File: src/rtl/piradip_axis_sample_buffer_writer.sv
// AXI4-Stream sample capture into a buffer write port, with one-shot or continuous wrap between two offsets.
// Latency: one cycle from accepted beat to mem_we. Backpressure: none, tready is high whenever out of reset and idle beats are dropped.
// Optional I/Q lane masking is compiled in by defining PIRADIP_SAMPLE_BUFFER_IQ_MASK_EN.
module piradip_axis_sample_buffer_writer #(
    parameter int STREAM_DATA_WIDTH   = 128,
    parameter int STREAM_OFFSET_WIDTH = 12
) (
    input  logic                           stream_clk,
    input  logic                           stream_rst,
    input  logic                           stream_update,
    input  logic                           stream_active,
    input  logic                           stream_one_shot,
    input  logic [STREAM_OFFSET_WIDTH-1:0] stream_start_offset,
    input  logic [STREAM_OFFSET_WIDTH-1:0] stream_end_offset,
    input  logic                           i_en,
    input  logic                           q_en,
    input  logic [STREAM_DATA_WIDTH-1:0]   s_axis_tdata,
    input  logic                           s_axis_tvalid,
    output logic                           s_axis_tready,
    output logic                           mem_we,
    output logic [STREAM_OFFSET_WIDTH-1:0] mem_addr,
    output logic [STREAM_DATA_WIDTH-1:0]   mem_wdata,
    output logic                           stream_stopped,
    output logic                           stream_wrap_toggle
);

    typedef enum logic {IDLE, RUN} state_t;

    state_t                         state;
    logic [STREAM_OFFSET_WIDTH-1:0] sh_start;
    logic [STREAM_OFFSET_WIDTH-1:0] sh_end;
    logic                           sh_one_shot;
    logic [STREAM_OFFSET_WIDTH-1:0] addr;
    logic [STREAM_OFFSET_WIDTH-1:0] eff_end;
    logic [STREAM_DATA_WIDTH-1:0]   masked;
    logic                           beat;
    logic                           restart;
    logic                           at_end;

`ifdef PIRADIP_SAMPLE_BUFFER_IQ_MASK_EN
    // Even 16-bit lanes carry I samples, odd lanes carry Q samples.
    always_comb begin
        masked = s_axis_tdata;
        for (int l = 0; l < STREAM_DATA_WIDTH / 16; l++) begin
            if (((l % 2) == 0 && !i_en) || ((l % 2) == 1 && !q_en)) begin
                masked[l*16 +: 16] = 16'h0000;
            end
        end
    end
`else
    logic unused_lane_en;
    assign unused_lane_en = i_en ^ q_en;
    assign masked         = s_axis_tdata;
`endif

    assign s_axis_tready  = ~stream_rst;
    assign beat           = s_axis_tvalid & s_axis_tready;
    assign restart        = stream_update & stream_active;
    // A reversed window collapses to a single word at the start offset.
    assign eff_end        = (sh_start <= sh_end) ? sh_end : sh_start;
    assign at_end         = (addr == eff_end);
    assign stream_stopped = (state == IDLE);

    always_ff @(posedge stream_clk or posedge stream_rst) begin
        if (stream_rst) begin
            state              <= IDLE;
            sh_start           <= '0;
            sh_end             <= '1;
            sh_one_shot        <= 1'b0;
            addr               <= '0;
            mem_we             <= 1'b0;
            mem_addr           <= '0;
            mem_wdata          <= '0;
            stream_wrap_toggle <= 1'b0;
        end else begin
            mem_we <= 1'b0;
            if (stream_update) begin
                sh_one_shot <= stream_one_shot;
                sh_start    <= stream_start_offset;
                sh_end      <= stream_end_offset;
            end
            if (state == IDLE) begin
                if (restart) begin
                    state <= RUN;
                    addr  <= stream_start_offset;
                end
            end else begin
                if (beat) begin
                    mem_we    <= 1'b1;
                    mem_addr  <= addr;
                    mem_wdata <= masked;
                end
                // A restart wins over a wrap landing on the same beat; that beat still writes.
                if (restart) begin
                    addr <= stream_start_offset;
                end else if (beat && at_end) begin
                    addr               <= sh_start;
                    stream_wrap_toggle <= ~stream_wrap_toggle;
                    if (sh_one_shot) begin
                        state <= IDLE;
                    end
                end else if (beat) begin
                    addr <= addr + 1'b1;
                end
            end
        end
    end

endmodule

File: config.mk
export PLATFORM = sky130hd
export DESIGN_NAME = piradip_axis_sample_buffer_writer
export DESIGN_NICKNAME = d
export VERILOG_FILES = /design/src/rtl/piradip_axis_sample_buffer_writer.sv
export SDC_FILE = /design/constraint.sdc
export NUM_CORES = 1
export LEC_CHECK = 0
export ABC_AREA = 1
export CORE_MARGIN = 8
export CORE_UTILIZATION = 48
export DETAILED_ROUTE_END_ITERATION = 7
export PLACE_DENSITY = 0.86
export SLEW_MARGIN = 5
export SYNTH_ARGS = -nofsm -noshare
export SYNTH_HDL_FRONTEND = slang
export SYNTH_SLANG_ARGS = --single-unit
File: constraint.sdc
create_clock -name stream_clk -period 19.95 [get_ports stream_clk]
set_clock_uncertainty 0.15 [all_clocks]
set_input_delay 3.99 -clock stream_clk [delete_from_list [all_inputs] [get_ports stream_clk]]
set_output_delay 3.99 -clock stream_clk [all_outputs]
set_load 0.01 [all_outputs]
==> flow_metrics.env, run 1 <==
export IMPL_status="finished, final reports clean"
export IMPL_initial_core_util_pct=49.3
export IMPL_numPortBuffers=301
export IMPL_hold_depth=2
export IMPL_grt_pass1_vias=7854
export IMPL_ff2ff_setup_slack_ns=16.07
export IMPL_worst_slew_pin_slew_ns=1.22
export IMPL_critPathTopFamily="buffers and inverters"
export IMPL_ys_top_cells_by_area="dfrtp_1, nand2_1, nand3_1"
export IMPL_die_h_um=146
export IMPL_crit_chain="clkdlybuf4s50_1 -> inv_6 -> clkdlybuf4s50_1"
export IMPL_maxCapViolations=0
export IMPL_cts_hold_buf=0
export IMPL_core_um2=16600
export IMPL_avgSynthCellArea_um2=8.16
export IMPL_irDropWorstVdd_uv=64.4
export IMPL_post_cts_buffers=0
export IMPL_fmax_mhz=105
export IMPL_whs_endpoint="mem_wdata[110]"
export IMPL_report_final_setup_viol=0
export IMPL_gr_total_overflow=0
export IMPL_path_clk_slew_ns=0.08
export IMPL_start_kind="input port"
export IMPL_wirelength_mm=26.9
export IMPL_cts_resized=0
export IMPL_rows=47
export IMPL_clock_path_buffers=2
export IMPL_slew_headroom_pct=18.4
export IMPL_power_leakage_nw=5.95
export IMPL_cts_tree="yes"
export IMPL_powerDensity_nw_per_um2=96.5
export IMPL_hold_class="flip-flop to flip-flop"
export IMPL_grt_start_max_net_pins=148
export IMPL_min_from="mem_wdata[110]"
export IMPL_die_area_um2=21400
export IMPL_crit_top_cell="clkdlybuf4s50_1"
export IMPL_ys_seq_area_share_pct=55.3
export IMPL_critPathSlowestCell="clkdlybuf4s50_1"
export IMPL_die_w_um=146
export IMPL_arrival_ns=5.40
export IMPL_fin_crit_sh_pct=47.8
export IMPL_synth_top_cell_area_share_pct=51.5
export IMPL_cp_required_ns=15.81
export IMPL_nNetsFinal=1454
export IMPL_drt_iter0_markers=657
export IMPL_wl_per_cell_um=17.8
export IMPL_synth_nets=1174
export IMPL_fin_tns_setup_ns=0
export IMPL_worstRegToRegCells=18
export IMPL_yosysUniqueCellTypes=32
export IMPL_crit_path_max_incr_delay_ns=0.61
export IMPL_numClockSinks=180
export IMPL_drc=0
export IMPL_period_minus_slack_ns=9.54
export IMPL_post_dp_hpwl_mm=19.5
export IMPL_clock_root_buffer="clkbuf_16"
export IMPL_maxSlewViolCount=0
export IMPL_vias=7722
export IMPL_r2r_end="addr[3]"
export IMPL_finalPower_w=0.00115
export IMPL_finalHoldViolCount=0
export IMPL_syn_inst=1001
export IMPL_first_pass_iters=7
export IMPL_cts_max_level=4
export IMPL_synth_area_um2=8170
export IMPL_crit_buf_inv=3
export IMPL_vias_per_cell=5.10
export IMPL_drive_gt1_share_pct=6.49
export IMPL_worstReg2RegStart="sh_end[11]"
export IMPL_cts_buffers=17
export IMPL_grt_pass1_wl_mm=42.3
export IMPL_antenna_found_initial=1
export IMPL_worstSetupPathType="input port to output pin"
export IMPL_crit_fanout=36
export IMPL_finalWeightedCongestion=0.927
export IMPL_ios=304
export IMPL_synth_seq_cells=180
export IMPL_synth_top_area_cell="dfrtp_1"
export IMPL_drtAntennaViolNets=0
export IMPL_gr_usage_all_layers_pct=25.1
export IMPL_syn2layout_area_growth_pct=46.2
export IMPL_synth_warnings=0
export IMPL_end_kind="output pin"
export IMPL_rsz0062_at_grt="no"
export IMPL_clk_latency_ns=0.44
## power breakdown
| part | internal, W | switching (W) |
|---|---|---|
| Clock | 0.000194 | 0.000167 |
| Combinational | 0.000158 | 0.000170 |
| Sequential | 0.000423 | 0.0000389 |
## flip-flops by register name, summed over array words and instances (netlist names)
register / cells
mem_wdata: 128
mem_we: 1
mem_addr: 12
sh_one_shot: 1
sh_end: 12
state: 1
stream_wrap_toggle: 1
addr: 12
sh_start: 12
## logic make-up (layout without fill, tap and decap cells)
kind of cell               count (synthesis)  count (layout)  synth area share [%]
other                                      0               1                     0
buffers and inverters                    107             400                  5.53
AOI/OAI and AO/OA                         58              58                  3.75
adders and majority gates                 13              13                  1.99
muxes                                      1               1                 0.138
xor gates and xnor gates                  10              10                  1.07
DFF                                      180             180                  55.3
and+or+nand+nor                          632             632                  32.2
## cell usage after synthesis
| master | n |
|---|---|
| a21o_1 | 1 |
| a21oi_1 | 16 |
| a21oi_2 | 3 |
| buf_1 | 1 |
| buf_2 | 1 |
| buf_4 | 1 |
| buf_6 | 3 |
| buf_8 | 2 |
| clkbuf_1 | 37 |
| dfrtp_1 | 168 |
| dfstp_2 | 12 |
| ha_1 | 13 |
| inv_1 | 58 |
| inv_2 | 4 |
| mux2_2 | 1 |
| nand2_1 | 510 |
| nand2_2 | 6 |
| nand2_4 | 1 |
| nand3_1 | 64 |
| nand3_2 | 10 |
| nand3_4 | 1 |
| nand3b_1 | 1 |
| nand4_1 | 10 |
| nand4_2 | 1 |
| nor2_1 | 17 |
| nor2_2 | 2 |
| nor2_4 | 4 |
| nor3_1 | 5 |
| o21a_1 | 1 |
| o21ai_0 | 36 |
| o21ai_1 | 1 |
| xor2_1 | 10 |
## placed cells by master, fill, tap and decap left out, types with 2 or more instances in the layout
cell             instances
nand2_1                510
clkdlybuf4s50_1        301
dfrtp_1                168
nand3_1                 64
inv_1                   57
o21ai_0                 36
clkbuf_16               17
a21oi_1                 16
nor2_1                  16
ha_1                    13
dfstp_2                 12
nand4_1                 10
nand3_2                 10
xor2_1                  10
nand2_2                  6
inv_8                    6
nor2_4                   5
nor3_1                   5
inv_6                    4
buf_4                    4
inv_2                    3
a21oi_2                  3
clkinv_8                 3
nor2_2                   2
bufinv_16                2
## worst max-delay path by stage
stage | startpoint | endpoint | cells past startpoint
after detailed placement | stream_rst | s_axis_tready | 3
after global routing | stream_rst | s_axis_tready | 3
after CTS | stream_rst | s_axis_tready | 3
after global placement | stream_rst | s_axis_tready | 3
final | stream_rst | s_axis_tready | 3
after floorplan | stream_rst | s_axis_tready | 1
## cell type report
cell class	instances	area [um2]
sequential	180	4520
multi-input combinational	714	3210
clock inverter	15	211
timing repair buffer	306	3060
tap	220	275
inverter	62	240
clock buffer	17	425
antenna	1	2.50
fill	1189	4640
## per-layer routing
| metal | vias to the layer above | GRT usage [%] | wire, um |
|---|---|---|---|
| met5 | - | 0 | 0 |
| li1 | 3667 | - | - |
| met4 | 0 | 12.2 | 1210 |
| met2 | 360 | 43.3 | 13500 |
| met3 | 89 | 9.21 | 2560 |
| met1 | 3606 | 26.7 | 9590 |
## per-stage QoR
step                setup WS, ns  util, %  area, um2  hold WS, ns  cells
finish                     10.41     72.0      11900        0.321   1515
CTS                        10.39     72.0      11900        0.322   1514
global placement           10.41     68.2      11300        0.302   1482
floorplan                   8.07        -       8170        0.298   1001
detailed placement         10.39     68.2      11300        0.307   1482
global route               10.34     72.0      11900        0.341   1515
## worst register-to-register path, stage by stage, from the launching register on
cell and delay, ns:
dfstp_2 0.53, inv_1 0.06, ha_1 0.29, nand2_1 0.08, inv_2 0.06, nand2_2 0.07
nor2_4 0.14, nand4_2 0.56, nand2_4 0.47, nand2_1 0.16, nand2_1 0.09, nand2_1 0.05
nand2_1 0.10, nand3_1 0.12, nor2_2 0.47, nand4_1 0.18, nand3_1 0.11, nand2_1 0.07
inv_1 0.05
(Power assumes the default switching activity.)
==> inputs of run 2 (changes only) <==
--- a/config.mk
+++ b/config.mk
@@ -7,9 +7,9 @@
 export LEC_CHECK = 0
 export ABC_AREA = 1
 export CORE_MARGIN = 8
-export CORE_UTILIZATION = 48
+export CORE_UTILIZATION = 45
 export DETAILED_ROUTE_END_ITERATION = 7
-export PLACE_DENSITY = 0.86
+export PLACE_DENSITY = 0.81
 export SLEW_MARGIN = 5
 export SYNTH_ARGS = -nofsm -noshare
 export SYNTH_HDL_FRONTEND = slang
==> constraint.sdc (replaced) <==
create_clock -name stream_clk -period 9.3 [get_ports stream_clk]
set_clock_uncertainty 0.15 [all_clocks]
set_input_delay 1.86 -clock stream_clk [delete_from_list [all_inputs] [get_ports stream_clk]]
set_output_delay 1.86 -clock stream_clk [all_outputs]
set_load 0.01 [all_outputs]
==> run 2 against run 1 <==
Sequential share of layout area is 0.16 points higher; critical path depth stayed put; die area is 5.9% higher; core utilization is 5.6 points lower; wire length is 3.0% lower; via count is 2.7% lower; sequential power is 110% higher; count of clock-buffer cells in the layout is 1 higher; sequential cell count stayed put; critical path type unchanged; critical endpoint unchanged; largest power group unchanged.
==> flow_metrics.env, run 2 (synthesis results as in run 1) <==
export IMPL_vias_per_cell=4.92
export IMPL_powerDensity_nw_per_um2=202
export IMPL_end_kind="output pin"
export IMPL_first_pass_iters=6
export IMPL_numPortBuffers=301
export IMPL_cts_buffers=17
export IMPL_hold_class="flip-flop to flip-flop"
export IMPL_vias=7515
export IMPL_arrival_ns=3.31
export IMPL_mostFrequentLayoutCells="nand2_1, clkdlybuf4s50_1, dfrtp_1"
export IMPL_rows=49
export IMPL_maxSlewViolCount=0
export IMPL_final_common_cell="nand2_1"
export IMPL_finalWeightedCongestion=0.901
export IMPL_top_register="mem_wdata"
export IMPL_rsz0062_at_grt="no"
export IMPL_report_final_setup_viol=0
export IMPL_start_kind="input port"
export IMPL_cp_required_ns=7.29
export IMPL_die_w_um=151
export IMPL_crit_fanout=45
export IMPL_drt_iter0_markers=615
export IMPL_period_minus_slack_ns=5.32
export IMPL_grt_use_met3_pct=8.69
export IMPL_finalPower_w=0.00240
export IMPL_fin_crit_sh_pct=57.2
export IMPL_cts_max_level=4
export IMPL_cts_hold_buf=0
export IMPL_fin_tns_setup_ns=0
export IMPL_worstSetupPathType="input port to output pin"
export IMPL_min_from="stream_wrap_toggle"
export IMPL_ios=304
export IMPL_fmax_mhz=188
export IMPL_power_leakage_nw=5.93
export IMPL_antenna_found_initial=0
export IMPL_status="finished, final reports clean"
export IMPL_maxCapViolations=0
export IMPL_top_usage_layer="met2"
export IMPL_die_area_um2=22700
export IMPL_ff2ff_setup_slack_ns=5.46
export IMPL_irDropWorstVdd_uv=179
export IMPL_drtAntennaViolNets=0
export IMPL_gr_usage_all_layers_pct=23.2
export IMPL_cp_startpoint="stream_rst"
export IMPL_clk_latency_ns=0.43
export IMPL_wirelength_mm=26.1
export IMPL_grtUsageMet2_pct=38.1
export IMPL_die_h_um=151
export IMPL_met1_usage_pct=27.0
export IMPL_largest_register_ffs=128
export IMPL_final_area_um2=11900
export IMPL_post_cts_buffers=0
export IMPL_clock_root_buffer="clkbuf_16"
export IMPL_numClockSinks=180
export IMPL_placedInstanceArea_um2=11300
export IMPL_drive_gt1_share_pct=6.64
export IMPL_place_ws_ns=3.95
export IMPL_initial_core_util_pct=45.6
export IMPL_wl_per_cell_um=17.1
export IMPL_core_um2=17900
export IMPL_grt_pass1_vias=7788
export IMPL_worst_slew_pin_slew_ns=1.28
export IMPL_grt_start_max_net_pins=120
export IMPL_utilization_pct=66.4
export IMPL_post_dp_hpwl_mm=19.2
export IMPL_finalHoldViolCount=0
export IMPL_nNetsFinal=1456
export IMPL_cts_resized=0
export IMPL_clock_path_buffers=2
export IMPL_cts_tree="yes"
export IMPL_path_clk_slew_ns=0.07
export IMPL_slew_headroom_pct=14.5
export IMPL_syn2layout_area_growth_pct=45.6
export IMPL_drc=0
export IMPL_grt_pass1_wl_mm=41.1
export IMPL_gr_total_overflow=0
export IMPL_worstReg2RegStart="sh_end[11]"
export IMPL_final_setup_worst_slack_ns=3.98
## run 2: final cells by class
type | instances | area, um2
Tap cell | 229 | 287
Antenna cell | 1 | 2.50
Sequential cell | 180 | 4520
Timing Repair Buffer | 308 | 3070
Inverter | 62 | 240
Clock inverter | 14 | 135
Fill cell | 1524 | 6010
Clock buffer | 18 | 439
Multi-Input combinational cell | 714 | 3210
## run 2: where the power goes
group / internal, W / leakage, nW / switching, W
combinational: 0.000339 / 3.45 / 0.000362
sequential: 0.000908 / 2.20 / 0.0000831
clock: 0.000364 / 0.283 / 0.000344
## run 2: per-layer routing
metal,vias up,wire length [um]
met5,-,0
met3,43,2520
met2,301,12900
met1,3500,9950
met4,0,690
li1,3671,-
## run 2: worst paths after layout
check	endpoint	cells past startpoint
setup / recovery	s_axis_tready	3
hold reg to reg	stream_wrap_toggle	1
hold / removal	stream_wrap_toggle	1
setup reg to reg	addr[3]	19
min in group asynchronous	mem_wdata[91]	2
max in group asynchronous	mem_wdata[24]	3
## run 2: through the flow
step	instances	hold slack, ns
5_1_grt	1525	0.335
3_5_place_dp	1493	0.307
3_3_place_gp	1493	0.303
4_1_cts	1525	0.322
6_report	1526	0.318
2_1_floorplan	1001	0.298
## run 2: critical path, cell delays in order
cell	delay, ns
clkdlybuf4s50_1	0.46
inv_6	0.34
clkdlybuf4s50_1	0.63
